<file path="src/rtl/fetch_pc_if.sv">
// Instruction-memory read port: request/address out, data/ready back.
interface fetch_pc_if;
    logic        req;
    logic [31:0] addr;
    logic [31:0] rdata;
    logic        ready;

    modport master (
        output req,
        output addr,
        input  rdata,
        input  ready
    );

    modport slave (
        input  req,
        input  addr,
        output rdata,
        output ready
    );
endinterface

</file>
<file path="src/rtl/fetch_pc_unit.sv">
// femtoRV32 program counter and instruction-fetch sequencer (FETCH/EXEC/HALT).
// Optional macro FETCH_MISALIGN_TRAP_EN: halt with o_misaligned on an unaligned next PC.
module fetch_pc_unit #(
    parameter logic [31:0] RESET_PC  = 32'h0000_0000,
    parameter logic [31:0] NOP_INSTR = 32'h0000_0013
) (
    input  logic        clk,
    input  logic        rst,
    input  logic [1:0]  i_pc_sel,
    input  logic        i_branch_taken,
    input  logic        i_end_program,
    input  logic [31:0] i_imm,
    input  logic [31:0] i_rs1_data,
    input  logic        i_retire,
    fetch_pc_if.master  imem,
    output logic [31:0] o_instr,
    output logic        o_instr_valid,
    output logic [31:0] o_pc,
    output logic [31:0] o_pc_plus4,
    output logic        o_halted,
    output logic        o_misaligned
);

    typedef enum logic [1:0] {
        ST_FETCH = 2'd0,
        ST_EXEC  = 2'd1,
        ST_HALT  = 2'd2
    } state_t;

    state_t      r_state;
    state_t      w_state_nxt;
    logic [31:0] r_pc;
    logic [31:0] w_pc_nxt;
    logic [31:0] r_instr;
    logic [31:0] w_instr_nxt;
    logic        r_instr_valid;
    logic        w_instr_valid_nxt;
    logic        r_req;
    logic        r_halted;
    logic        w_misalign_nxt;
    logic [31:0] w_pc_plus4;
    logic [31:0] w_target;
    logic [31:0] w_next_pc;
    logic        w_mis_trap;
    logic        w_halt_req;

    assign w_pc_plus4 = r_pc + 32'd4;
    assign w_halt_req = i_end_program | (i_pc_sel == 2'b11);

    // Raw redirect target selected by the control unit
    always_comb begin
        w_target = w_pc_plus4;
        case (i_pc_sel)
            2'b00: w_target = w_pc_plus4;
            2'b01: begin
                if (i_branch_taken) begin
                    w_target = r_pc + i_imm;
                end else begin
                    w_target = w_pc_plus4;
                end
            end
            2'b10:   w_target = (i_rs1_data + i_imm) & ~32'h0000_0001;
            default: w_target = w_pc_plus4;
        endcase
    end

`ifdef FETCH_MISALIGN_TRAP_EN
    assign w_next_pc  = w_target;
    assign w_mis_trap = (w_target[1:0] != 2'b00);
`else
    // Without the trap every fetch is forced onto a word boundary
    assign w_next_pc  = w_target & ~32'h0000_0003;
    assign w_mis_trap = 1'b0;
`endif

    // Next-state and next-register computation
    always_comb begin
        w_state_nxt       = r_state;
        w_pc_nxt          = r_pc;
        w_instr_nxt       = r_instr;
        w_instr_valid_nxt = r_instr_valid;
        w_misalign_nxt    = 1'b0;
        case (r_state)
            ST_FETCH: begin
                // r_req gates capture so the post-reset idle cycle ignores ready
                if (r_req && imem.ready) begin
                    w_instr_nxt       = imem.rdata;
                    w_instr_valid_nxt = 1'b1;
                    w_state_nxt       = ST_EXEC;
                end else begin
                    w_state_nxt = ST_FETCH;
                end
            end
            ST_EXEC: begin
                if (!i_retire) begin
                    w_state_nxt = ST_EXEC;
                end else if (w_halt_req) begin
                    w_instr_nxt       = NOP_INSTR;
                    w_instr_valid_nxt = 1'b0;
                    w_state_nxt       = ST_HALT;
                end else if (w_mis_trap) begin
                    w_pc_nxt          = w_next_pc;
                    w_instr_nxt       = NOP_INSTR;
                    w_instr_valid_nxt = 1'b0;
                    w_misalign_nxt    = 1'b1;
                    w_state_nxt       = ST_HALT;
                end else begin
                    w_pc_nxt          = w_next_pc;
                    w_instr_valid_nxt = 1'b0;
                    w_state_nxt       = ST_FETCH;
                end
            end
            ST_HALT: begin
                w_state_nxt = ST_HALT;
            end
            default: begin
                w_state_nxt       = ST_FETCH;
                w_instr_nxt       = NOP_INSTR;
                w_instr_valid_nxt = 1'b0;
            end
        endcase
    end

    // State and output registers
    always_ff @(posedge clk) begin
        if (rst) begin
            r_state       <= ST_FETCH;
            r_pc          <= RESET_PC;
            r_instr       <= NOP_INSTR;
            r_instr_valid <= 1'b0;
            r_req         <= 1'b0;
            r_halted      <= 1'b0;
        end else begin
            r_state       <= w_state_nxt;
            r_pc          <= w_pc_nxt;
            r_instr       <= w_instr_nxt;
            r_instr_valid <= w_instr_valid_nxt;
            r_req         <= (w_state_nxt == ST_FETCH);
            r_halted      <= (w_state_nxt == ST_HALT);
        end
    end

`ifdef FETCH_MISALIGN_TRAP_EN
    logic r_misaligned;

    // Sticky trap flag, cleared only by reset
    always_ff @(posedge clk) begin
        if (rst) begin
            r_misaligned <= 1'b0;
        end else if (w_misalign_nxt) begin
            r_misaligned <= 1'b1;
        end else begin
            r_misaligned <= r_misaligned;
        end
    end

    assign o_misaligned = r_misaligned;
`else
    logic w_misalign_unused;
    assign w_misalign_unused = w_misalign_nxt;
    assign o_misaligned      = 1'b0 & w_misalign_unused;
`endif

    assign imem.req      = r_req;
    assign imem.addr     = r_pc;
    assign o_instr       = r_instr;
    assign o_instr_valid = r_instr_valid;
    assign o_pc          = r_pc;
    assign o_pc_plus4    = w_pc_plus4;
    assign o_halted      = r_halted;

endmodule

</file>
<file path="src/flat_wrapper.sv">
// flat-port wrapper written by rule: the top's interface ports become plain ports
module fetch_pc_unit_flat 
#(
    parameter logic [31:0] RESET_PC  = 32'h0000_0000,
    parameter logic [31:0] NOP_INSTR = 32'h0000_0013
)
  (clk, rst, i_pc_sel, i_branch_taken, i_end_program, i_imm, i_rs1_data, i_retire, o_instr, o_instr_valid, o_pc, o_pc_plus4, o_halted, o_misaligned, imem_req, imem_addr, imem_rdata, imem_ready);
  fetch_pc_if imem_i ();
  input  logic clk;
  input  logic rst;
  input  logic [1:0] i_pc_sel;
  input  logic i_branch_taken;
  input  logic i_end_program;
  input  logic [31:0] i_imm;
  input  logic [31:0] i_rs1_data;
  input  logic i_retire;
  output logic [31:0] o_instr;
  output logic o_instr_valid;
  output logic [31:0] o_pc;
  output logic [31:0] o_pc_plus4;
  output logic o_halted;
  output logic o_misaligned;
  output wire logic [$bits(imem_i.req)-1:0] imem_req;
  output wire logic [$bits(imem_i.addr)-1:0] imem_addr;
  input wire logic [$bits(imem_i.rdata)-1:0] imem_rdata;
  input wire logic [$bits(imem_i.ready)-1:0] imem_ready;
  assign imem_req = imem_i.req;
  assign imem_addr = imem_i.addr;
  assign imem_i.rdata = imem_rdata;
  assign imem_i.ready = imem_ready;
  fetch_pc_unit #(.RESET_PC(RESET_PC), .NOP_INSTR(NOP_INSTR)) u_core (.clk(clk), .rst(rst), .i_pc_sel(i_pc_sel), .i_branch_taken(i_branch_taken), .i_end_program(i_end_program), .i_imm(i_imm), .i_rs1_data(i_rs1_data), .i_retire(i_retire), .imem(imem_i), .o_instr(o_instr), .o_instr_valid(o_instr_valid), .o_pc(o_pc), .o_pc_plus4(o_pc_plus4), .o_halted(o_halted), .o_misaligned(o_misaligned));
endmodule
</file>
<file path="config.mk">
export PLATFORM = sky130hd
export DESIGN_NAME = fetch_pc_unit_flat
export DESIGN_NICKNAME = d
export VERILOG_FILES = /design/src/rtl/fetch_pc_if.sv /design/src/rtl/fetch_pc_unit.sv /design/src/flat_wrapper.sv
export SDC_FILE = /design/constraint.sdc
export NUM_CORES = 1
export LEC_CHECK = 0
export ABC_AREA = 1
export CAP_MARGIN = 20
export CORE_ASPECT_RATIO = 0.7
export CORE_MARGIN = 3
export CORE_UTILIZATION = 30
export CTS_CLUSTER_DIAMETER = 100
export CTS_CLUSTER_SIZE = 8
export DETAILED_ROUTE_END_ITERATION = 16
export PLACE_DENSITY = 0.64
export SLEW_MARGIN = 10
export SYNTH_ARGS = -nofsm -noshare
export SYNTH_HDL_FRONTEND = slang
export SYNTH_SLANG_ARGS = --single-unit
</file>
<file path="constraint.sdc">
create_clock -name clk -period 4.9 [get_ports clk]
set_input_delay 0.98 -clock clk [delete_from_list [all_inputs] [get_ports clk]]
set_output_delay 0.98 -clock clk [all_outputs]
set_load 0.05 [all_outputs]
</file>
==> flow_metrics.py, run 1 <==
metrics = {
    "yosys": {
        "syn_avg_cell_area_sq_um": 5.423,
        "synth_edf_count": 0,
        "synth.distinct_cells": 46,
        "synth_top_area_share_pct": 24.82,
        "yosysTopAreaCell": "nand2_1",
        "yosys_warnings": 0,
        "ys_ff_latch": 67,
        "netlist_area_sq_mm": 0.008710,
        "synth_most_common_cell": "nand2_1",
        "async_flop_share_pct": 0,
        "ys_seq_area_share_pct": 15.40,
        "synth_common_cells": "576 x nand2_1, 241 x inv_1, 140 x nand3_1",
        "ys.flop_type": "dfxtp_1",
        "synthCells": 1606,
        "synthTopCellsByArea": "nand2_1 25%, dfxtp_1 15%, inv_1 10%, ha_1 9.1%, nand3_1 8.0%",
    },
    "sta": {
        "skew_ns": 0.01306,
        "setup_violations": 0,
        "tns_ns": 0,
        "report.final.slew_viol_count": 0,
        "relSlewSlack_pct": 36.02,
        "worst_pin_slew_ns": 0.9587,
        "hold_viol": 0,
        "period_needed_ns": 4.130,
        "fmax_ghz": 0.2421,
        "rsz0062_at_grt": "no",
        "finalCritPeriodShare_pct": 84.29,
    },
    "cts": {
        "insertion_delay_ns": 0.34,
        "cts_sinks": 67,
        "post-cts-setup-buffer-count": 0,
        "ctsRootBufferMaster": "clkbuf_16",
        "cts_htree_levels": 3,
        "hold_buffers": 0,
        "clk_path_buf_depth": 2,
        "cts.clk_slew.worst_paths_ns": 0.06,
        "cts_tree": "done",
        "cts.repair.resized": 0,
        "cts-buffers-inserted": 9,
    },
    "power_and_ir_drop": {
        "vdd_drop_max_mv": 0.1267,
        "p_clk_share_pct": 30.0,
        "power.density_mw_per_mm2": 179.1,
        "intPower_uw": 1208,
        "swShare_pct": 41.03,
        "combPwrFrac_pct": 40.9,
        "p_switching_uw": 840.1,
        "pwr-share-seq_pct": 29.0,
        "p_leak_uw": 0.005602,
    },
    "die": {
        "start_util_pct": 30.88,
        "core_area_sq_mm": 0.02820,
        "die-area_sq_mm": 0.03114,
        "num_rows": 51,
        "io_pins": 236,
        "die_w_um": 209.7,
        "chipHeight_um": 148.6,
    },
    "place": {
        "gp_congestion": 1.004,
        "portBuffers": 228,
        "hpwl_um": 31130,
        "dp_cells": 2153,
    },
    "outcome": {
        "outcome": "finished, final reports clean",
    },
    "critical_path": {
        "critical_path_class": "flip-flop to output port",
        "worstPathArrival_ns": 3.15,
        "timing.reg2reg.setup_slack_ns": 2.10,
        "start_kind": "flip-flop",
        "r2r-start": "u_core.imem.addr[20]$_SDFFE_PP0P_",
        "cp_max_fo": 7,
        "crit_start": "u_core.imem.addr[3]$_SDFFE_PP0P_",
        "cp.required_ns": 3.92,
        "crit_end": "o_pc_plus4[24]",
        "timing.rr.end": "u_core.imem.addr[22]$_SDFFE_PP0P_",
        "rr_worst_depth": 12,
        "endpoint_kind": "output port",
    },
    "grt": {
        "grt_max_degree": 53,
        "grt_pass1_vias": 9464,
        "grt_pass1_wl_um": 55420,
        "track_usage_pct": 22.73,
        "grt_antenna_before_repair": 0,
        "gr-total-overflow": 0,
    },
    "routing": {
        "wirelength_um": 37430,
        "wl_per_cell_um": 17.26,
        "ant_nets": 0,
        "first_iter_violations": 1206,
        "drc_errors": 0,
        "dr.pass1.iters": 6,
        "num_vias": 10761,
        "vias_per_cell": 4.961,
    },
    "final_layout": {
        "area_growth_pct": 31.25,
        "antenna_cells": 0,
        "num-nets-final": 1961,
        "final_cells": 2169,
        "drive_gt1_share_pct": 4.227,
    },
    "hold_path": {
        "worstHoldPathType": "flip-flop to flip-flop",
    },
    "flow_run": {
        "drv_cap": 0,
    },
}
==> routing by layer <==
metal  track usage, %  wire length (um)  part of all wire [%]
met5                0                 0                     0
met4            3.580               536                   1.4
met3            5.440              3706                   9.9
met2            31.75             14680                    39
met1            35.30             18510                    49
==> sequential cells by signal, summed over array words and instances, names as in the netlist <==
signal / cells
u_core.o_halted: 1
u_core.o_instr_valid: 1
u_core.o_instr: 32
u_core.imem.addr: 30
u_core.imem.req: 1
u_core.r_state: 2
==> power groups by stage <==
stage	Combinational, uW	Clock (uW)	Sequential (uW)
6_report	838	615	595
5_1_grt	912	654	598
4_1_cts	827	628	594
3_5_place_dp	824	0	606
3_3_place_gp	821	0	605
2_1_floorplan	442	0	689
==> worst max-delay path, stage by stage, from the launching register on <==
cell,delay (ns)
dfxtp_1,0.46
ha_1,0.41
nand3_2,0.19
inv_2,0.16
nand2_1,0.10
nor2_2,0.21
nand2_1,0.08
nand2_1,0.06
nand2_1,0.21
inv_1,0.12
clkdlybuf4s50_1,0.81
==> final cells by class <==
class	count	area [sq um]
clock inverters	7	55.05
inverters	249	934.6
flip-flops and latches	67	1341
repair buffers	238	2352
well taps	371	464.2
clock buffers	9	225.2
fillers	3140	16770
multi-input cells	1228	6058
==> worst min path at each step <==
| stage | from | to | slack, ns | depth (start not counted) |
|---|---|---|---|---|
| 2_1_floorplan | u_core.r_state[0]$_SDFF_PP0_ | u_core.o_halted$_SDFF_PP0_ | 0.54 | 3 |
| 3_3_place_gp | u_core.o_instr[4]$_SDFFE_PP1P_ | u_core.o_instr[4]$_SDFFE_PP1P_ | 0.44 | 2 |
| 3_5_place_dp | u_core.o_instr[4]$_SDFFE_PP1P_ | u_core.o_instr[4]$_SDFFE_PP1P_ | 0.45 | 2 |
| 4_1_cts | u_core.o_instr[4]$_SDFFE_PP1P_ | u_core.o_instr[4]$_SDFFE_PP1P_ | 0.47 | 2 |
| 5_1_grt | u_core.o_instr[6]$_SDFFE_PP0P_ | u_core.o_instr[6]$_SDFFE_PP0P_ | 0.48 | 2 |
| 6_report | u_core.o_instr[4]$_SDFFE_PP1P_ | u_core.o_instr[4]$_SDFFE_PP1P_ | 0.46 | 2 |
==> cell families (layout without fill, tap and decap cells) <==
group | after synthesis | after routing | share of synthesized area [%]
flip-flops | 67 | 67 | 15.40
AO/OA/AOI/OAI | 222 | 222 | 13.81
adder cells (fa/ha/maj) | 64 | 64 | 9.280
other | 1 | 7 | 0.04306
AND/OR/NAND/NOR | 918 | 918 | 44.43
buffers and inverters | 317 | 503 | 15.33
XOR/XNOR | 17 | 17 | 1.709
==> placed cells by master (no fill, tap or decap), drive strengths merged, types with 2 or more instances in the layout <==
cell / Yosys / final
o21ai: 69 / 69
nand3: 143 / 143
nor4: 2 / 2
inv: 249 / 249
xor2: 16 / 16
nand2: 580 / 580
buf: 43 / 11
clkinvlp: 0 / 2
clkinv: 0 / 5
nand4: 9 / 9
a21boi: 3 / 3
nand3b: 8 / 8
o21bai: 9 / 9
clkdlybuf4s50: 0 / 227
a211oi: 2 / 2
nor3: 16 / 16
a221oi: 2 / 2
clkbuf: 25 / 9
and2: 7 / 7
dfxtp: 67 / 67
a21o: 3 / 3
ha: 63 / 63
a31oi: 7 / 7
conb: 1 / 7
a21oi: 125 / 125
nor2: 139 / 139
or2: 14 / 14
==> per-stage QoR <==
step / instance area (sq um) / utilization [%] / setup WS [ns] / total power (uW) / hold WS (ns)
6_report: 11430 / 40.53 / 0.7698 / 2048 / 0.4644
5_1_grt: 11430 / 40.53 / 0.6442 / 2164 / 0.4804
4_1_cts: 11430 / 40.53 / 0.8130 / 2050 / 0.4660
3_5_place_dp: 11150 / 39.54 / 1.194 / 1430 / 0.4516
3_3_place_gp: 11150 / 39.54 / 1.216 / 1426 / 0.4424
2_1_floorplan: 8732 / - / 1.562 / 1131 / 0.5442
(Power assumes the default switching activity.)
==> run 2, diff against run 1 <==
PLACE_DENSITY = 0.66   (was 0.64)
clock period = 3.44 ns   (was 4.9 ns; I/O delays follow)
==> flow_metrics.py, run 2 (synthesis results as in run 1) <==
metrics = {
    "outcome": {
        "outcome": "finished, final reports clean",
    },
    "grt": {
        "grt_pass1_vias": 9749,
        "gr-total-overflow": 0,
        "grt_pass1_wl_um": 57220,
        "track_usage_pct": 23.54,
        "grt_max_degree": 34,
        "grt_antenna_before_repair": 0,
    },
    "final_layout": {
        "multiInputGateArea_sq_mm": 0.006056,
        "num-nets-final": 1992,
        "filler_cell_count": 3079,
        "antenna_cells": 0,
        "drive_gt1_share_pct": 6.944,
        "final_cells": 2200,
        "fin_util_pct": 41.46,
        "area_growth_pct": 34.26,
        "mostFrequentLayoutCells": "576 x nand2_1, 241 x inv_1, 205 x clkdlybuf4s50_1",
        "final_common_cell": "nand2_1",
        "seq_area_sq_mm": 0.001341,
        "largest_reg_flops": 32,
    },
    "power_and_ir_drop": {
        "swShare_pct": 37.88,
        "combPwrFrac_pct": 38.5,
        "p_switching_uw": 1205,
        "p_leak_uw": 0.005866,
        "vdd_drop_max_mv": 0.1901,
        "pwr-share-seq_pct": 26.5,
        "power.density_mw_per_mm2": 272.1,
        "p_clk_share_pct": 35.1,
        "intPower_uw": 1977,
    },
    "sta": {
        "setup_violations": 0,
        "fmax_ghz": 0.2955,
        "skew_ns": 0.01275,
        "tns_ns": 0,
        "period_needed_ns": 3.384,
        "relSlewSlack_pct": 37.18,
        "worst_pin_slew_ns": 0.9412,
        "finalCritPeriodShare_pct": 98.37,
        "worst_hold_slack_ns": 0.4564,
        "report.final.slew_viol_count": 0,
        "hold_viol": 0,
    },
    "critical_path": {
        "worstPathArrival_ns": 2.70,
        "critPathSlowestCell": "clkdlybuf4s50_1",
        "crit_family": "buffers and inverters",
        "endpoint_kind": "output port",
        "critical_path_class": "flip-flop to output port",
        "cp_max_fo": 8,
        "start_kind": "flip-flop",
        "cp.required_ns": 2.75,
        "crit_chain": "nand4_2 -> or2_4 -> nor2_4 -> xnor2_1 -> inv_1 -> clkdlybuf4s50_1",
        "crit_buf_inv": 2,
        "slowest_delay_ns": 0.82,
    },
    "cts": {
        "cts-buffers-inserted": 9,
        "cts_htree_levels": 3,
        "cts_sinks": 67,
        "insertion_delay_ns": 0.35,
        "post-cts-setup-buffer-count": 0,
        "cts.clk_slew.worst_paths_ns": 0.06,
        "hold_buffers": 0,
        "clk_path_buf_depth": 2,
        "cts_tree": "done",
        "ctsRootBufferMaster": "clkbuf_16",
        "cts.repair.resized": 0,
    },
    "die": {
        "num_rows": 51,
        "chipHeight_um": 148.6,
        "die-area_sq_mm": 0.03114,
        "start_util_pct": 30.88,
        "io_pins": 236,
        "die_w_um": 209.7,
        "core_area_sq_mm": 0.02820,
    },
    "hold_path": {
        "worstHoldPathType": "flip-flop to flip-flop",
    },
    "routing": {
        "wirelength_um": 38170,
        "first_iter_violations": 1167,
        "drc_errors": 0,
        "wl_per_cell_um": 17.35,
        "vias_per_cell": 4.973,
        "dr.pass1.iters": 5,
        "ant_nets": 0,
        "num_vias": 10941,
    },
    "flow_run": {
        "drv_cap": 0,
    },
    "place": {
        "portBuffers": 228,
        "hpwl_um": 31890,
        "gp_congestion": 0.9990,
        "dp_cells": 2184,
    },
}
run 2: cell count changes in the layout (fill, tap and decap cells not counted), sizes merged:
cell           delta
buf              +52
bufinv            +3
clkbuf            +1
clkdlybuf4s50    -22
clkinv            -4
clkinvlp          -1
dlymetal6s2s      +1
inv               +1
run 2: area by class of cell:
| cell class | instances | share of cell area (%) |
|---|---|---|
| Multi-Input combinational cell | 1228 | 51.79 |
| Clock inverter | 6 | 0.9523 |
| Clock buffer | 10 | 2.044 |
| Inverter | 249 | 7.993 |
| Sequential cell | 67 | 11.47 |
| Tap cell | 371 | 3.970 |
| Timing Repair Buffer | 269 | 21.78 |
run 2: through the flow:
step | area (sq um) | total power [uW] | setup slack (ns)
2_1_floorplan | 8732 | 1611 | 0.3939
3_3_place_gp | 11340 | 2056 | 0.2112
3_5_place_dp | 11340 | 2063 | 0.1549
4_1_cts | 11690 | 3179 | 0.09279
5_1_grt | 11690 | 3336 | -0.003225
6_report | 11690 | 3182 | 0.05611
run 2: tightest hold or removal path: stages (launching register included):
cell and delay (ns):
dfxtp_1 0.32, a21oi_1 0.06, nand2_1 0.05
run 2: power groups by stage:
stage	clock [uW]	combinational, uW	sequential, uW
floorplan	0	630	981
CTS	1130	1210	842
finish	1120	1220	842
global placement	0	1200	856
detailed placement	0	1200	858
global route	1160	1330	846
run 2: layer usage:
layer  share of wire [%]  global-route usage, %  vias to the layer above
met5                0.15                  1.411                        -
li1                    -                      -                     5479
met2                  41                  34.03                      479
met3                 9.5                  4.617                       26
met1                  49                  36.59                     4955
met4                0.94                  2.643                        2
run 2: final timing paths:
| check | start | to | slack, ns | cells past startpoint |
|---|---|---|---|---|
| hold / removal | u_core.o_instr[1]$_SDFFE_PP1P_ | u_core.o_instr[1]$_SDFFE_PP1P_ | 0.46 | 2 |
| setup reg to reg | u_core.imem.addr[2]$_SDFFE_PP0P_ | u_core.imem.addr[18]$_SDFFE_PP0P_ | 0.76 | 15 |
| setup / recovery | u_core.imem.addr[8]$_SDFFE_PP0P_ | o_pc_plus4[15] | 0.06 | 6 |
| hold reg to reg | u_core.o_instr[1]$_SDFFE_PP1P_ | u_core.o_instr[1]$_SDFFE_PP1P_ | 0.46 | 2 |
